**config.mk**
```make
export PLATFORM = sky130hd
export DESIGN_NAME = cnn_weight_loader
export DESIGN_NICKNAME = d
export VERILOG_FILES = /design/src/rtl/cnn_weight_loader.sv
export SDC_FILE = /design/constraint.sdc
export NUM_CORES = 1
export LEC_CHECK = 0
export CAP_MARGIN = 20
export CORE_MARGIN = 2
export CORE_UTILIZATION = 51
export CTS_BUF_LIST = sky130_fd_sc_hd__clkbuf_8 sky130_fd_sc_hd__clkbuf_16
export DETAILED_ROUTE_END_ITERATION = 6
export GPL_ROUTABILITY_DRIVEN = 1
export PLACE_DENSITY = 0.91
export SETUP_SLACK_MARGIN = 0.05
export SLEW_MARGIN = 10
export SYNTH_ARGS = -nofsm -noshare
export SYNTH_HDL_FRONTEND = slang
export SYNTH_SLANG_ARGS = --single-unit
```
**constraint.sdc**
```tcl
create_clock -name clk -period 2.1 [get_ports clk]
set_input_delay 0.525 -clock clk [delete_from_list [all_inputs] [get_ports clk]]
set_output_delay 0.525 -clock clk [all_outputs]
set_load 0.1 [all_outputs]
```
**src/rtl/cnn_weight_loader.sv**
```systemverilog
// Byte-serial weight loader: deserialises one input frame into feature, fully
// connected and bias chunks and strobes each chunk into its memory write port.
module cnn_weight_loader #(
  parameter int KERNEL_SIZE      = 4,
  parameter int NUM_FEATURES     = 3,
  parameter int FLATTENED_LENGTH = 432,
  parameter int FC_CHUNK         = 16,
  parameter int DATA_WIDTH       = 8
) (
  input  logic                                            clk,
  input  logic                                            rst_loader,
  input  logic                                            load_start,
  input  logic [DATA_WIDTH-1:0]                           in_data,
  input  logic                                            in_valid,
  output logic                                            in_ready,
  output logic [KERNEL_SIZE*KERNEL_SIZE*DATA_WIDTH-1:0]   feature_weights_out,
  output logic [1:0]                                      feature_writeAddr,
  output logic                                            feature_WrEn,
  output logic [FC_CHUNK*DATA_WIDTH-1:0]                  fc_weights_out,
  output logic [$clog2(FLATTENED_LENGTH/FC_CHUNK)-1:0]    fc_writeAddr,
  output logic                                            fc_WrEn,
  output logic [(NUM_FEATURES+1)*DATA_WIDTH-1:0]          bias_weights_out,
  output logic                                            bias_WrEn,
  output logic                                            busy,
  output logic                                            done
);

  localparam int FEAT_BYTES  = KERNEL_SIZE * KERNEL_SIZE;
  localparam int BIAS_BYTES  = NUM_FEATURES + 1;
  localparam int FC_CHUNKS   = FLATTENED_LENGTH / FC_CHUNK;
  localparam int FC_AW       = $clog2(FC_CHUNKS);
  localparam int MAX_FB      = (FEAT_BYTES > FC_CHUNK) ? FEAT_BYTES : FC_CHUNK;
  localparam int CHUNK_BYTES = (MAX_FB > BIAS_BYTES) ? MAX_FB : BIAS_BYTES;
  localparam int IDX_W       = $clog2(CHUNK_BYTES);

  localparam logic [IDX_W-1:0] FEAT_LAST_IDX  = IDX_W'(FEAT_BYTES - 1);
  localparam logic [IDX_W-1:0] FC_LAST_IDX    = IDX_W'(FC_CHUNK - 1);
  localparam logic [IDX_W-1:0] BIAS_LAST_IDX  = IDX_W'(BIAS_BYTES - 1);
  localparam logic [1:0]       FEAT_LAST_ADDR = 2'(NUM_FEATURES - 1);
  localparam logic [FC_AW-1:0] FC_LAST_ADDR   = FC_AW'(FC_CHUNKS - 1);

  typedef enum logic [2:0] {
    IDLE, FEAT, FEAT_WR, FC, FC_WR, BIAS, BIAS_WR, DONE
  } state_t;

  state_t                                 state_q, state_d;
  logic [IDX_W-1:0]                       byte_idx_q, byte_idx_d;
  logic [1:0]                             feat_cnt_q, feat_cnt_d;
  logic [FC_AW-1:0]                       fc_cnt_q, fc_cnt_d;
  logic [CHUNK_BYTES*DATA_WIDTH-1:0]      chunk_q, chunk_d;
  logic [FEAT_BYTES*DATA_WIDTH-1:0]       feat_data_q, feat_data_d;
  logic [1:0]                             feat_addr_q, feat_addr_d;
  logic [FC_CHUNK*DATA_WIDTH-1:0]         fc_data_q, fc_data_d;
  logic [FC_AW-1:0]                       fc_addr_q, fc_addr_d;
  logic [BIAS_BYTES*DATA_WIDTH-1:0]       bias_data_q, bias_data_d;
  logic                                   accept;

  assign in_ready = (state_q == FEAT) || (state_q == FC) || (state_q == BIAS);
  assign accept   = in_valid && in_ready;

  // Each lane captures the stream byte when the byte index points at it.
  // chunk_d already contains the final byte of a chunk, so the port output
  // registers can be loaded from it on the accepting edge.
  genvar gi;
  generate
    for (gi = 0; gi < CHUNK_BYTES; gi++) begin : g_lane
      assign chunk_d[gi*DATA_WIDTH +: DATA_WIDTH] =
        (accept && (byte_idx_q == IDX_W'(gi))) ? in_data
                                                : chunk_q[gi*DATA_WIDTH +: DATA_WIDTH];
    end
  endgenerate

  always_comb begin
    state_d     = state_q;
    byte_idx_d  = byte_idx_q;
    feat_cnt_d  = feat_cnt_q;
    fc_cnt_d    = fc_cnt_q;
    feat_data_d = feat_data_q;
    feat_addr_d = feat_addr_q;
    fc_data_d   = fc_data_q;
    fc_addr_d   = fc_addr_q;
    bias_data_d = bias_data_q;
    case (state_q)
      IDLE: begin
        byte_idx_d = '0;
        feat_cnt_d = '0;
        fc_cnt_d   = '0;
        if (load_start) state_d = FEAT;
      end
      FEAT: begin
        if (accept) begin
          if (byte_idx_q == FEAT_LAST_IDX) begin
            byte_idx_d  = '0;
            feat_data_d = chunk_d[FEAT_BYTES*DATA_WIDTH-1:0];
            feat_addr_d = feat_cnt_q;
            state_d     = FEAT_WR;
          end else begin
            byte_idx_d = byte_idx_q + IDX_W'(1);
          end
        end
      end
      FEAT_WR: begin
        if (feat_cnt_q == FEAT_LAST_ADDR) begin
          feat_cnt_d = '0;
          state_d    = FC;
        end else begin
          feat_cnt_d = feat_cnt_q + 2'd1;
          state_d    = FEAT;
        end
      end
      FC: begin
        if (accept) begin
          if (byte_idx_q == FC_LAST_IDX) begin
            byte_idx_d = '0;
            fc_data_d  = chunk_d[FC_CHUNK*DATA_WIDTH-1:0];
            fc_addr_d  = fc_cnt_q;
            state_d    = FC_WR;
          end else begin
            byte_idx_d = byte_idx_q + IDX_W'(1);
          end
        end
      end
      FC_WR: begin
        if (fc_cnt_q == FC_LAST_ADDR) begin
          fc_cnt_d = '0;
          state_d  = BIAS;
        end else begin
          fc_cnt_d = fc_cnt_q + FC_AW'(1);
          state_d  = FC;
        end
      end
      BIAS: begin
        if (accept) begin
          if (byte_idx_q == BIAS_LAST_IDX) begin
            byte_idx_d  = '0;
            bias_data_d = chunk_d[BIAS_BYTES*DATA_WIDTH-1:0];
            state_d     = BIAS_WR;
          end else begin
            byte_idx_d = byte_idx_q + IDX_W'(1);
          end
        end
      end
      BIAS_WR: state_d = DONE;
      DONE:    state_d = IDLE;
      default: state_d = IDLE;
    endcase
  end

  always_ff @(posedge clk) begin
    if (!rst_loader) begin
      state_q     <= IDLE;
      byte_idx_q  <= '0;
      feat_cnt_q  <= '0;
      fc_cnt_q    <= '0;
      chunk_q     <= '0;
      feat_data_q <= '0;
      feat_addr_q <= '0;
      fc_data_q   <= '0;
      fc_addr_q   <= '0;
      bias_data_q <= '0;
    end else begin
      state_q     <= state_d;
      byte_idx_q  <= byte_idx_d;
      feat_cnt_q  <= feat_cnt_d;
      fc_cnt_q    <= fc_cnt_d;
      chunk_q     <= chunk_d;
      feat_data_q <= feat_data_d;
      feat_addr_q <= feat_addr_d;
      fc_data_q   <= fc_data_d;
      fc_addr_q   <= fc_addr_d;
      bias_data_q <= bias_data_d;
    end
  end

  // Strobes decode straight from the state register, so only one can be low.
  assign feature_WrEn        = (state_q != FEAT_WR);
  assign fc_WrEn             = (state_q != FC_WR);
  assign bias_WrEn           = (state_q != BIAS_WR);
  assign busy                = (state_q != IDLE);
  assign done                = (state_q == DONE);
  assign feature_weights_out = feat_data_q;
  assign feature_writeAddr   = feat_addr_q;
  assign fc_weights_out      = fc_data_q;
  assign fc_writeAddr        = fc_addr_q;
  assign bias_weights_out    = bias_data_q;

endmodule
```
After elaboration in Yosys (flattened, before gate mapping)
Cells that the tools add are included.
{"block": "classes", "n_addsub": 3, "muxes": 35, "eq_ne": 35, "n_reduce_logical": 31}
{"op": "$mux W8", "n": 16}
{"op": "$eq A4 B4 Y1 const B", "n": 8}
{"op": "$mux W3", "n": 8}
{"op": "$pmux W3 S8", "n": 1}
{"op": "$logic_and A1 B1 Y1", "n": 17}
{"op": "$eq A4 B3 Y1 const B", "n": 4}
{"op": "$mux W4", "n": 4}
{"op": "$eq A3 B3 Y1 const B", "n": 4}
{"op": "$pmux W4 S3", "n": 1}
{"op": "$reduce_and A3 Y1", "n": 4}
{"op": "$pmux W5 S2", "n": 1}
{"op": "$eq A4 B2 Y1 const B", "n": 2}
{"op": "$ne A2 B1 Y1 const B", "n": 4}
{"op": "$ne A2 B2 Y1 const B", "n": 4}
{"op": "$reduce_and A7 Y1", "n": 1}
{"op": "$eq A3 B2 Y1 const B", "n": 2}
{"op": "$ne A3 B3 Y1 const B", "n": 2}
{"op": "$reduce_bool A3 Y1", "n": 2}
{"op": "$add A5 B1 Y5 const B", "n": 1}
{"op": "$eq A5 B5 Y1 const B", "n": 1}
{"op": "$mux W5", "n": 1}
{"op": "$add A4 B1 Y4 const B", "n": 1}
{"op": "$eq A4 B1 Y1 const B", "n": 1}
{"op": "$logic_not A4 Y1", "n": 1}
{"op": "other kinds (10)", "n": 13}
{"block": "word_totals", "register_bits": 437}

Depth between registers and ports, before layout
{"block": "logic_depth", "word_depth": 6, "mapped_depth": 8}

Worst setup path after synthesis
OpenSTA, ideal clock, no wires.
{"block": "synth_timing", "path_kind": "reg2reg", "startpoint": "reg state_q[2]", "endpoint": "reg feat_data_q[120] (netlist: feature_weights_out[120])", "path_slack_ps": -1691, "synth_period_minus_slack_ps": 3791, "arrival_ps": 3657, "path_stages_with_launch": 7, "path_buffers": 2, "setup_time_ps": 134, "cell_sequence": "dfxtp_1 > buf_2 > a21boi_0 > and4_1 > buf_4 > mux2i_1 > a211oi_1"}
{"block": "synth_between", "elab_chain_len": 6}
{"element": "start: declaration", "line_no": "46", "rtl": "state_t state_q, state_d;"}
{"element": "start signal: assignment", "line_no": "162", "rtl": "state_q <= state_d;"}
{"element": "$eq A3 B1 Y1 or $eq A3 B2 Y1 (tied branches)", "line_no": "58", "rtl": "assign in_ready = (state_q == FEAT) || (state_q == FC) || (state_q == BIAS);"}
{"element": "$logic_or A1 B1 Y1", "line_no": "58"}
{"element": "$logic_or A1 B1 Y1 *", "line_no": "58"}
{"element": "via in_ready", "line_no": "15", "rtl": "output logic in_ready,"}
{"element": "$logic_and A1 B1 Y1 *", "line_no": "59", "rtl": "assign accept = in_valid && in_ready;"}
{"element": "$logic_and A1 B1 Y1", "line_no": "68", "rtl": "(accept && (byte_idx_q == IDX_W'(gi))) ? in_data"}
{"element": "$mux W8", "line_no": "68"}
{"element": "end signal: assignment", "line_no": "167", "rtl": "feat_data_q <= feat_data_d;"}
{"element": "end: declaration", "line_no": "51", "rtl": "logic [FEAT_BYTES*DATA_WIDTH-1:0] feat_data_q, feat_data_d;"}
Mark *: on every way through the listed nets, which the timed path passes. The rest lies on a longest branch.
A chain may end at the register's enable or synchronous reset.

Final worst setup path
{"block": "layout_timing", "startpoint": "reg state_q[2]", "endpoint": "out busy"}
{"block": "layout_between", "elab_chain_len": 1}
{"element": "$reduce_bool A3 Y1", "line_no": "179", "rtl": "assign busy = (state_q != IDLE);"}
{"element": "end: declaration", "line_no": "24", "rtl": "output logic busy,"}
No other way between the ends.

==> impl_results.md <==
- Status: completed
- Crit path DAT: 1570 ps
- Layout Utilization: 70.3%
- HP Class: in2reg
- Final Cycle Share: 100%
- Ys async rst share: 0%
- Worst-margin pin slew: 473 ps
- Fin nets: 1896
- Switching power share of the total: 21.9%
- I/O Pins: 313
- Cell area power density: 838 mW/mm^2
- Leak: 0.00940 uW
- CP cell instances: buf_6 -> or3_4 -> buf_12
- Yosys reg bits: 437
- Sw Pwr: 3740 uW
- Hold Crit Start: rst_loader
- Maxcap violations: 0
- CP max-delay cell: or3_4
- Critical Path Fanout Max: 8
- Critical Path Start Type: flop
- Number of flops mapped to enable cells by yosys: 0
- R2R Setup Slk: 110 ps
- Commonest cells after routing, fill and taps aside: 431 x dfxtp_1, 362 x buf_4, 277 x a21oi_1
- Yosys warns: 0
- Placement Rows: 62
- Post-synthesis net count: 1573
- Count of final hold-check violations: 0
- Logic pwr share: 4.5%
- RR Startpoint: byte_idx_q[1]
- Fmax: 476 MHz
- Clock Tree Root: clkbuf_16
- Cells on worst reg2reg path: 8
- Worst Hold End: fc_cnt_q[0]
- Slew Viols, Final: 0
- Residual DRC: 0
- Required time of the worst setup path: 1570 ps
- Main synth FF type: dfxtp_1
- CTS H-tree lvls: 2
- Clock Sinks: 437
- Port Buffers: 312
- Detailed Routing Iterations Pass 1: 6
- Sequential area share after synthesis: 57.9%
- Setup CP Type: reg2out
- Syn Inst Count: 1555
- Initial Util: 52.2%
- Die Y: 176 microns
- Worst-skew pair later-pin latency: 530 ps
- Clock network power share: 46.6%
- Total CTS buffers: 42
- GPL Wtd Cong: 0.854
- Global-route wire length before repair: 67800 microns
- Flop pwr share: 48.9%
- Initial antenna violation count: 2
- Internal: 13300 uW
- # setup viols final: 0
- Total global-route track usage: 27.3%
- # fillers: 1976
- Vias after detailed routing: 13200
- CTS tree: done
- Overflow after GRT: 0
- Die ar.: 0.0310 sq mm
- Share of cells above drive strength 1: 27.6%
- Multi-input gate area: 0.00574 sq mm
- Slew HR: 68.5%
- Die X: 176 microns
- Minimum clock period: 2100 ps
- Unrepaired setup endpoints after global routing: yes
- Skew final: 14.9 ps
- Routed vias/inst: 5.75
- Commonest non-fill, non-tap cell in the layout: dfxtp_1
- Register area: 0.00876 sq mm
- Synthesis-to-layout area growth: 34.7%
- Top delay family on crit path: simple AND/OR/NAND/NOR gates
- Clock slew at the register clock pins of the worst setup and hold paths: 60 ps
- # hold bufs at CTS: 0
- WL per Instance: 19.2 microns
- Worst IR drop on VDD: 0.000531 V
- Synthesized area: 0.0151 sq mm
- Slowest cell delay on critical path: 380 ps
- Reg-to-Reg End: feature_weights_out[114]
- Clk buf depth: 3
- Final ANT Viol Nets: 0
- Synth unique cells: 44
- Initial DRC Count: 1244
- Mapped Avg Cell Area: 9.71 sq um
- Hold path depth: 3
- Vias in the first global route: 12600
- Buf+Inv Stages, Crit Path: 2
- Routed WL: 44000 microns
- Post-DP HPWL: 28300 microns
- Largest net degree at the start of global routing: 134
- Core Region: 0.0289 sq mm
- Critical path endpoint category: output pin
- Setup TNS Final: 0 ps
==> synth_stat cells (3+ instances only) <==
| library cell | number | area share, % |
|---|---|---|
| nand4_2 | 15 | 1.2 |
| and4_1 | 3 | 0.17 |
| nand3_1 | 18 | 0.60 |
| nor2b_1 | 5 | 0.21 |
| o21ai_0 | 250 | 8.3 |
| ha_1 | 6 | 0.50 |
| nor2_1 | 161 | 4.0 |
| inv_1 | 7 | 0.17 |
| mux2i_1 | 135 | 9.0 |
| buf_4 | 9 | 0.45 |
| nand2_1 | 9 | 0.22 |
| clkbuf_1 | 102 | 2.5 |
| buf_2 | 36 | 1.2 |
| nor3b_1 | 3 | 0.15 |
| dfxtp_1 | 437 | 58 |
| a211oi_1 | 41 | 2.0 |
| a21oi_1 | 277 | 9.2 |
| o211ai_1 | 5 | 0.25 |
==> logic make-up (layout without fill, tap and decap cells) <==
| family | after synthesis | count (layout) | share of synthesized area [%] |
|---|---|---|---|
| buf+inv | 154 | 510 | 4.35 |
| mux | 136 | 136 | 9.03 |
| flops | 437 | 437 | 57.9 |
| fa+ha+maj | 6 | 6 | 0.497 |
| compound gates | 585 | 585 | 20.4 |
| other cells | 0 | 2 | 0 |
| simple gates | 237 | 237 | 7.76 |
==> layout make-up <==
type / count / area share [%]
Multi-Input combinational cell: 964 / 28.2
Clock buffer: 46 / 5.49
Antenna cell: 2 / 0.0246
Sequential cell: 437 / 43.1
Tap cell: 384 / 2.36
Clock inverter: 31 / 1.70
Inverter: 7 / 0.154
Timing Repair Buffer: 426 / 19.0
==> through the flow <==
step                power, uW  setup slack, ps  hold slack [ps]  area (sq um)  cells
detailed placement       9240             -313              469         18700   2207
global route            17500            -35.2              402         20300   2297
global placement         9230             -248              463         18700   2207
floorplan                8930             74.3              474         15100   1555
finish                  17000            0.787              394         20300   2297
CTS                     17100            -16.3              373         20200   2287
==> worst register-to-register path: stages (launching register included) <==
cell	delay, ps
dfxtp_2	370
ha_2	220
nand4b_4	170
nor3_4	310
buf_12	200
buf_12	140
buf_12	160
o21ai_0	120
a21oi_1	220
==> timing repair <==
| item | CTS | global route |
|---|---|---|
| endpoints found under the hold margin | 0 | 0 |
| gates resized for setup | 10 | 11 |
| setup endpoints to repair | 6 | 98 |
| pin swaps | 1 | 2 |
| buffers inserted | 3 | 8 |
==> state kept, by name, summed over array words and instances, names as in the netlist <==
name                 flops
chunk_q                128
fc_weights_out         128
feature_weights_out    128
bias_weights_out        32
fc_cnt_q                 5
fc_writeAddr             5
byte_idx_q               4
state_q                  3
feat_cnt_q               2
feature_writeAddr        2
==> per-layer routing <==
metal | part of all wire, % | wire length (microns) | global-route usage, % | up-vias
li1 | - | - | - | 6140
met1 | 40 | 17600 | 35.0 | 6280
met2 | 47 | 20800 | 45.1 | 669
met3 | 9.1 | 4030 | 6.12 | 123
met4 | 3.6 | 1590 | 10.2 | 0
met5 | 0 | 0 | 0 | -
==> power groups by stage <==
stage          clock network (uW)  logic, uW  registers (uW)
2_1_floorplan                   0        417            8510
3_3_place_gp                    0        712            8520
4_1_cts                      8010        737            8330
3_5_place_dp                    0        723            8520
6_report                     7950        760            8330
5_1_grt                      8380        800            8330
==> worst max-delay path by stage <==
stage / startpoint / to / cells after the start
floorplan: state_q[1] / feat_cnt_q[0] / 4
global placement: in_valid / feature_weights_out[90] / 8
detailed placement: in_valid / fc_weights_out[95] / 8
CTS: state_q[2] / busy / 3
global route: state_q[2] / busy / 3
finish: state_q[2] / busy / 3
Note: power is estimated with default switching activity, not from simulation.
